$ cat src/rtl/rv_pkg.sv
// Shared RV32I decode constants for the hazard controller and the
// branch-forwarding unit: opcode values, instruction field positions,
// the bubble word, and small field-extraction helpers.
package rv_pkg;

  localparam logic [6:0] R_TYPE = 7'b0110011;
  localparam logic [6:0] I_TYPE = 7'b0010011;
  localparam logic [6:0] L_TYPE = 7'b0000011;
  localparam logic [6:0] S_TYPE = 7'b0100011;
  localparam logic [6:0] B_TYPE = 7'b1100011;
  localparam logic [6:0] JAL    = 7'b1101111;
  localparam logic [6:0] JALR   = 7'b1100111;
  localparam logic [6:0] LUI    = 7'b0110111;
  localparam logic [6:0] AUIPC  = 7'b0010111;

  localparam int RS1_HI = 19, RS1_LO = 15;
  localparam int RS2_HI = 24, RS2_LO = 20;
  localparam int RD_HI  = 11, RD_LO  = 7;
  localparam int OP_HI  = 6,  OP_LO  = 0;

  // Opcode 0 is read as "empty slot" downstream.
  localparam logic [31:0] BUBBLE = 32'h0000_0000;

  function automatic logic [4:0] f_rs1(input logic [31:0] inst);
    return inst[RS1_HI:RS1_LO];
  endfunction

  function automatic logic [4:0] f_rs2(input logic [31:0] inst);
    return inst[RS2_HI:RS2_LO];
  endfunction

  function automatic logic [4:0] f_rd(input logic [31:0] inst);
    return inst[RD_HI:RD_LO];
  endfunction

  function automatic logic [6:0] f_op(input logic [31:0] inst);
    return inst[OP_HI:OP_LO];
  endfunction

endpackage

$ cat src/rtl/inst_src_decode.sv
// Combinational opcode classifier: which register sources an instruction
// reads and whether it writes rd (rd == x0 is filtered by the caller).
// Ports:
//   i_opcode    - instruction opcode [6:0]
//   o_uses_rs1  - instruction reads rs1
//   o_uses_rs2  - instruction reads rs2
//   o_writes_rd - instruction class writes rd
module inst_src_decode
  import rv_pkg::*;
(
  input  logic [6:0] i_opcode,
  output logic       o_uses_rs1,
  output logic       o_uses_rs2,
  output logic       o_writes_rd
);

  always_comb begin
    o_uses_rs1  = 1'b0;
    o_uses_rs2  = 1'b0;
    o_writes_rd = 1'b0;
    unique case (i_opcode)
      R_TYPE:                 begin o_uses_rs1 = 1'b1; o_uses_rs2 = 1'b1; o_writes_rd = 1'b1; end
      B_TYPE, S_TYPE:         begin o_uses_rs1 = 1'b1; o_uses_rs2 = 1'b1; end
      I_TYPE, L_TYPE, JALR:   begin o_uses_rs1 = 1'b1; o_writes_rd = 1'b1; end
      JAL, LUI, AUIPC:        o_writes_rd = 1'b1;
      default: ;
    endcase
  end

endmodule

$ cat src/rtl/pipe_hazard_ctrl.sv
// Pipeline hazard controller: holds the ID/EX/MEM/WB instruction words,
// detects hazards forwarding cannot cover (load-use, branch operand still
// coming from a load in MEM), stalls fetch/decode with bubbles, and flushes
// the wrong-path fetch on a taken branch.
// Ports:
//   clk, rst        - clock (rising), async active-high reset
//   if_inst         - instruction fetched this cycle
//   branch_taken    - branch/jump in ID resolved taken
//   ext_stall       - external freeze of the whole pipeline
//   inst_id..inst_wb- stage instruction words
//   pc_write_en     - PC may advance
//   hazard_stall    - hazard stall active this cycle
//   flush_if        - fetched instruction is discarded
//   stall_count     - saturating count of hazard-stall cycles
module pipe_hazard_ctrl
  import rv_pkg::*;
#(
  parameter int          CNT_W  = 16,
  parameter logic [31:0] BUBBLE = rv_pkg::BUBBLE
) (
  input  logic             clk,
  input  logic             rst,
  input  logic [31:0]      if_inst,
  input  logic             branch_taken,
  input  logic             ext_stall,
  output logic [31:0]      inst_id,
  output logic [31:0]      inst_ex,
  output logic [31:0]      inst_mem,
  output logic [31:0]      inst_wb,
  output logic             pc_write_en,
  output logic             hazard_stall,
  output logic             flush_if,
  output logic [CNT_W-1:0] stall_count
);

  logic [31:0]      r_id, r_ex, r_mem, r_wb;
  logic [CNT_W-1:0] r_cnt;

  logic w_id_rs1, w_id_rs2, w_id_wr_unused;
  logic w_ex_rs1_unused, w_ex_rs2_unused, w_ex_wr;

  inst_src_decode u_dec_id (
    .i_opcode    (f_op(r_id)),
    .o_uses_rs1  (w_id_rs1),
    .o_uses_rs2  (w_id_rs2),
    .o_writes_rd (w_id_wr_unused)
  );

  inst_src_decode u_dec_ex (
    .i_opcode    (f_op(r_ex)),
    .o_uses_rs1  (w_ex_rs1_unused),
    .o_uses_rs2  (w_ex_rs2_unused),
    .o_writes_rd (w_ex_wr)
  );

  logic [4:0] w_rs1, w_rs2, w_ex_rd, w_mem_rd;
  logic       w_load_use, w_br_load, w_hazard;

  assign w_rs1    = f_rs1(r_id);
  assign w_rs2    = f_rs2(r_id);
  assign w_ex_rd  = f_rd(r_ex);
  assign w_mem_rd = f_rd(r_mem);

  // Load in EX feeding any used source of ID.
  assign w_load_use = (f_op(r_ex) == L_TYPE) && w_ex_wr && (w_ex_rd != 5'd0) &&
                      ((w_id_rs1 && (w_rs1 == w_ex_rd)) ||
                       (w_id_rs2 && (w_rs2 == w_ex_rd)));

  // Branch operands resolve in ID; a load result in MEM cannot reach them.
  assign w_br_load  = (f_op(r_id) == B_TYPE) && (f_op(r_mem) == L_TYPE) &&
                      (w_mem_rd != 5'd0) &&
                      ((w_rs1 == w_mem_rd) || (w_rs2 == w_mem_rd));

  // ext_stall dominates: the pipeline is frozen, so nothing else is "active".
  assign w_hazard     = (w_load_use || w_br_load) && !ext_stall;
  assign hazard_stall = w_hazard;
  assign pc_write_en  = !ext_stall && !w_hazard;
  assign flush_if     = branch_taken && !ext_stall && !w_hazard;

  always_ff @(posedge clk or posedge rst) begin
    if (rst) begin
      r_id  <= BUBBLE;
      r_ex  <= BUBBLE;
      r_mem <= BUBBLE;
      r_wb  <= BUBBLE;
      r_cnt <= '0;
    end else if (ext_stall) begin
      // hold everything
    end else if (w_hazard) begin
      r_ex  <= BUBBLE;
      r_mem <= r_ex;
      r_wb  <= r_mem;
      if (r_cnt != {CNT_W{1'b1}}) r_cnt <= r_cnt + 1'b1;
    end else begin
      r_id  <= branch_taken ? BUBBLE : if_inst;
      r_ex  <= r_id;
      r_mem <= r_ex;
      r_wb  <= r_mem;
    end
  end

  assign inst_id     = r_id;
  assign inst_ex     = r_ex;
  assign inst_mem    = r_mem;
  assign inst_wb     = r_wb;
  assign stall_count = r_cnt;

endmodule

$ cat config.mk
export PLATFORM = sky130hd
export DESIGN_NAME = pipe_hazard_ctrl
export DESIGN_NICKNAME = d
export VERILOG_FILES = /design/src/rtl/rv_pkg.sv /design/src/rtl/inst_src_decode.sv /design/src/rtl/pipe_hazard_ctrl.sv
export SDC_FILE = /design/constraint.sdc
export NUM_CORES = 1
export LEC_CHECK = 0
export ABC_AREA = 1
export BUFFER_PORTS_ARGS = -buffer_cell sky130_fd_sc_hd__buf_2
export CELL_PAD_IN_SITES_DETAIL_PLACEMENT = 1
export CELL_PAD_IN_SITES_GLOBAL_PLACEMENT = 2
export CORE_UTILIZATION = 32
export CTS_CLUSTER_SIZE = 28
export DETAILED_ROUTE_END_ITERATION = 8
export PLACE_DENSITY = 0.9
export SKIP_LAST_GASP = 1
export SLEW_MARGIN = 20
export SYNTH_ARGS = -nofsm -noshare
export SYNTH_HDL_FRONTEND = slang
export SYNTH_SLANG_ARGS = --single-unit
$ cat constraint.sdc
create_clock -name clk -period 9.65 [get_ports clk]
set_input_delay 1.4475 -clock clk [delete_from_list [all_inputs] [get_ports clk]]
set_output_delay 1.4475 -clock clk [all_outputs]
set_load 0.05 [all_outputs]
==> impl_metrics.json <==
{
  "drc": 0,
  "min_period_ns": 5.380,
  "synth_top_area_share_pct": 55.52,
  "ant_nets": 0,
  "htreeDepth": 4,
  "hold_class": "flop to flop",
  "synth_edf_count": 0,
  "totalWireLength_um": 18730,
  "worst_pin_slew_ns": 0.9063,
  "yosys-top-cells-area": "dfrtp_1, nand2_1, o21ai_0",
  "core.rowCount": 51,
  "clk-insertion-delay-late_ns": 0.43,
  "root_buffer": "clkbuf_16",
  "wire_per_inst_um": 15.34,
  "cts_buffers": 17,
  "fin_area_um2": 8229,
  "finalWorstSetupSlack_ns": 4.270,
  "ir_worst_vdd_uv": 113.6,
  "io_buffers": 182,
  "synth_top_flop_cell": "dfrtp_1",
  "postCtsSetupBuffers": 0,
  "insertedDiodeCount": 0,
  "path_clk_slew_ns": 0.06,
  "first_global_vias": 5606,
  "endpoint_kind": "output pin",
  "dp_slack_ns": 4.180,
  "crit_required_ns": 8.20,
  "synthCells": 772,
  "grt_max_degree": 109,
  "gp_congestion": 0.8156,
  "slowest_delay_ns": 0.70,
  "grt_usage_pct": 19.07,
  "path_cells": "buf_4 -> buf_12 -> inv_2 -> buf_4 -> nand3_4 -> buf_4 -> nor2_1 -> buf_2",
  "rsz0062_at_grt": "no",
  "viasPerCell": 4.555,
  "drive_gt1_share_pct": 28.77,
  "yosys.area.top_type": "dfrtp_1",
  "n_fill_cell": 2440,
  "grt_overflow": 0,
  "setup-violations-final": 0,
  "cp_common_cell": "buf_4",
  "hold_viol": 0,
  "cts_hold_buf": 0,
  "fin_total_pwr_mw": 1.831,
  "fin_crit_sh_pct": 55.75,
  "finalMaxSlewViolations": 0,
  "ys_warn_count": 0,
  "cpMaxStageDelayCell": "buf_4",
  "fmax_mhz": 185.9,
  "critPathLaunchType": "input port",
  "ys_seq_area_share_pct": 55.52,
  "clk_path_buf_depth": 2,
  "crit_arrival_ns": 3.93,
  "setup_tns_ns": 0,
  "outcome": "finished, final reports clean",
  "syn_to_final_growth_pct": 26.80,
  "start_util_pct": 33.02,
  "die_y_um": 144.4,
  "cts_sinks": 144,
  "coreArea_um2": 19650,
  "placed_area_um2": 7550,
  "critical_path_class": "input port to output pin",
  "ys_top_cells_by_count": "nand2_1, dfrtp_1, o21ai_0, nor2_1, inv_1",
  "grt_pass1_wl_um": 30250,
  "avgSynthCellArea_um2": 8.407,
  "dr.pass1.iters": 4,
  "drt_iter0_drc": 272,
  "cts_tree": "yes",
  "relSlewSlack_pct": 39.58,
  "async_flop_share_pct": 100.0,
  "path_max_fanout": 77,
  "cts_resized": 0,
  "synth_most_common_cell": "nand2_1",
  "p_leak_nw": 4.546,
  "ys_seq_elements": 144,
  "pwr_density_cell_nw_per_um2": 222.5,
  "num_vias": 5562,
  "synth.distinct_cells": 28,
  "syn-cell-area_um2": 6490,
  "cap_violations": 0,
  "io_pins": 183,
  "dp_hpwl_um": 13140,
  "dieArea_um2": 20850,
  "syn_nets": 809,
  "nNetsFinal": 980,
  "antenna_found_initial": 0,
  "skew_ns": 0.01348,
  "die_w_um": 144.4
}
==> state kept, by name (all words and copies together), names as in the netlist <==
register / flops
inst_ex: 32
inst_id: 32
inst_mem: 32
inst_wb: 32
stall_count: 16
==> final timing paths <==
kind	startpoint	endpoint	slack (ns)	cells after the start
setup / recovery	ext_stall	flush_if	4.27	8
hold / removal	inst_wb[12]	inst_wb[12]	0.47	2
setup reg to reg	inst_id[6]	inst_id[25]	7.20	13
hold reg to reg	inst_wb[12]	inst_wb[12]	0.47	2
max in group asynchronous	rst	inst_wb[3]	7.13	3
min in group asynchronous	rst	inst_ex[29]	1.15	2
==> routing by layer <==
| layer | track usage, % | up-vias | share of wire, % |
|---|---|---|---|
| met4 | 6.704 | 0 | 1.3 |
| met1 | 26.40 | 2667 | 49 |
| met5 | 0 | - | 0 |
| li1 | - | 2764 | - |
| met3 | 4.437 | 14 | 3.9 |
| met2 | 29.05 | 117 | 46 |
==> stage by stage <==
stage	hold WS [ns]	utilization [%]	std cells
3_3_place_gp	0.4577	38.41	1188
6_report	0.4716	41.87	1221
2_1_floorplan	0.7448	-	772
3_5_place_dp	0.4608	38.41	1188
4_1_cts	0.4779	41.77	1220
5_1_grt	0.5044	41.87	1221
==> layout by cell type, fill, tap and decap left out, drive strengths merged <==
master,netlist,final
clkinv,0,4
a21boi,1,1
xnor2,13,13
nand2,389,389
buf,9,187
clkbuf,26,23
nand4,22,22
clkinvlp,0,1
xor2,7,7
ha,1,1
nor2,34,34
inv,40,40
a21oi,2,2
dfrtp,144,144
o21ai,67,67
nand3,15,15
nor3,2,2
bufinv,0,4
==> report_power, final <==
group          switching, mW  internal, mW  leakage [nW]
Sequential            0.0540         0.658          1.91
Clock                  0.258         0.474         0.325
Combinational          0.307        0.0814          2.31
Total                  0.618          1.21          4.55
==> layout make-up <==
type,count,area [um2],share of cell area [%]
Sequential cell,144,3603,43.79
Multi-Input combinational cell,553,2516,30.58
Timing Repair Buffer,187,963.4,11.71
Clock buffer,23,508.0,6.173
Tap cell,265,331.6,4.029
Inverter,40,155.1,1.885
Clock inverter,9,151.4,1.840
==> critical path, delay by kind of cell <==
kind	cells	cell delay, ns
buffers and inverters	6	2.11
and+or+nand+nor	2	0.27
==> cell families (layout without fill, tap and decap cells) <==
group / after synthesis / after routing / share of synthesized area [%]
adders and majority gates: 1 / 1 / 0.1928
buffers and inverters: 75 / 259 / 5.706
DFF: 144 / 144 / 55.52
AOI/OAI and AO/OA: 70 / 70 / 6.651
and+or+nand+nor: 462 / 462 / 29.23
xor gates and xnor gates: 20 / 20 / 2.699
Note: power is estimated with default switching activity, not from simulation.
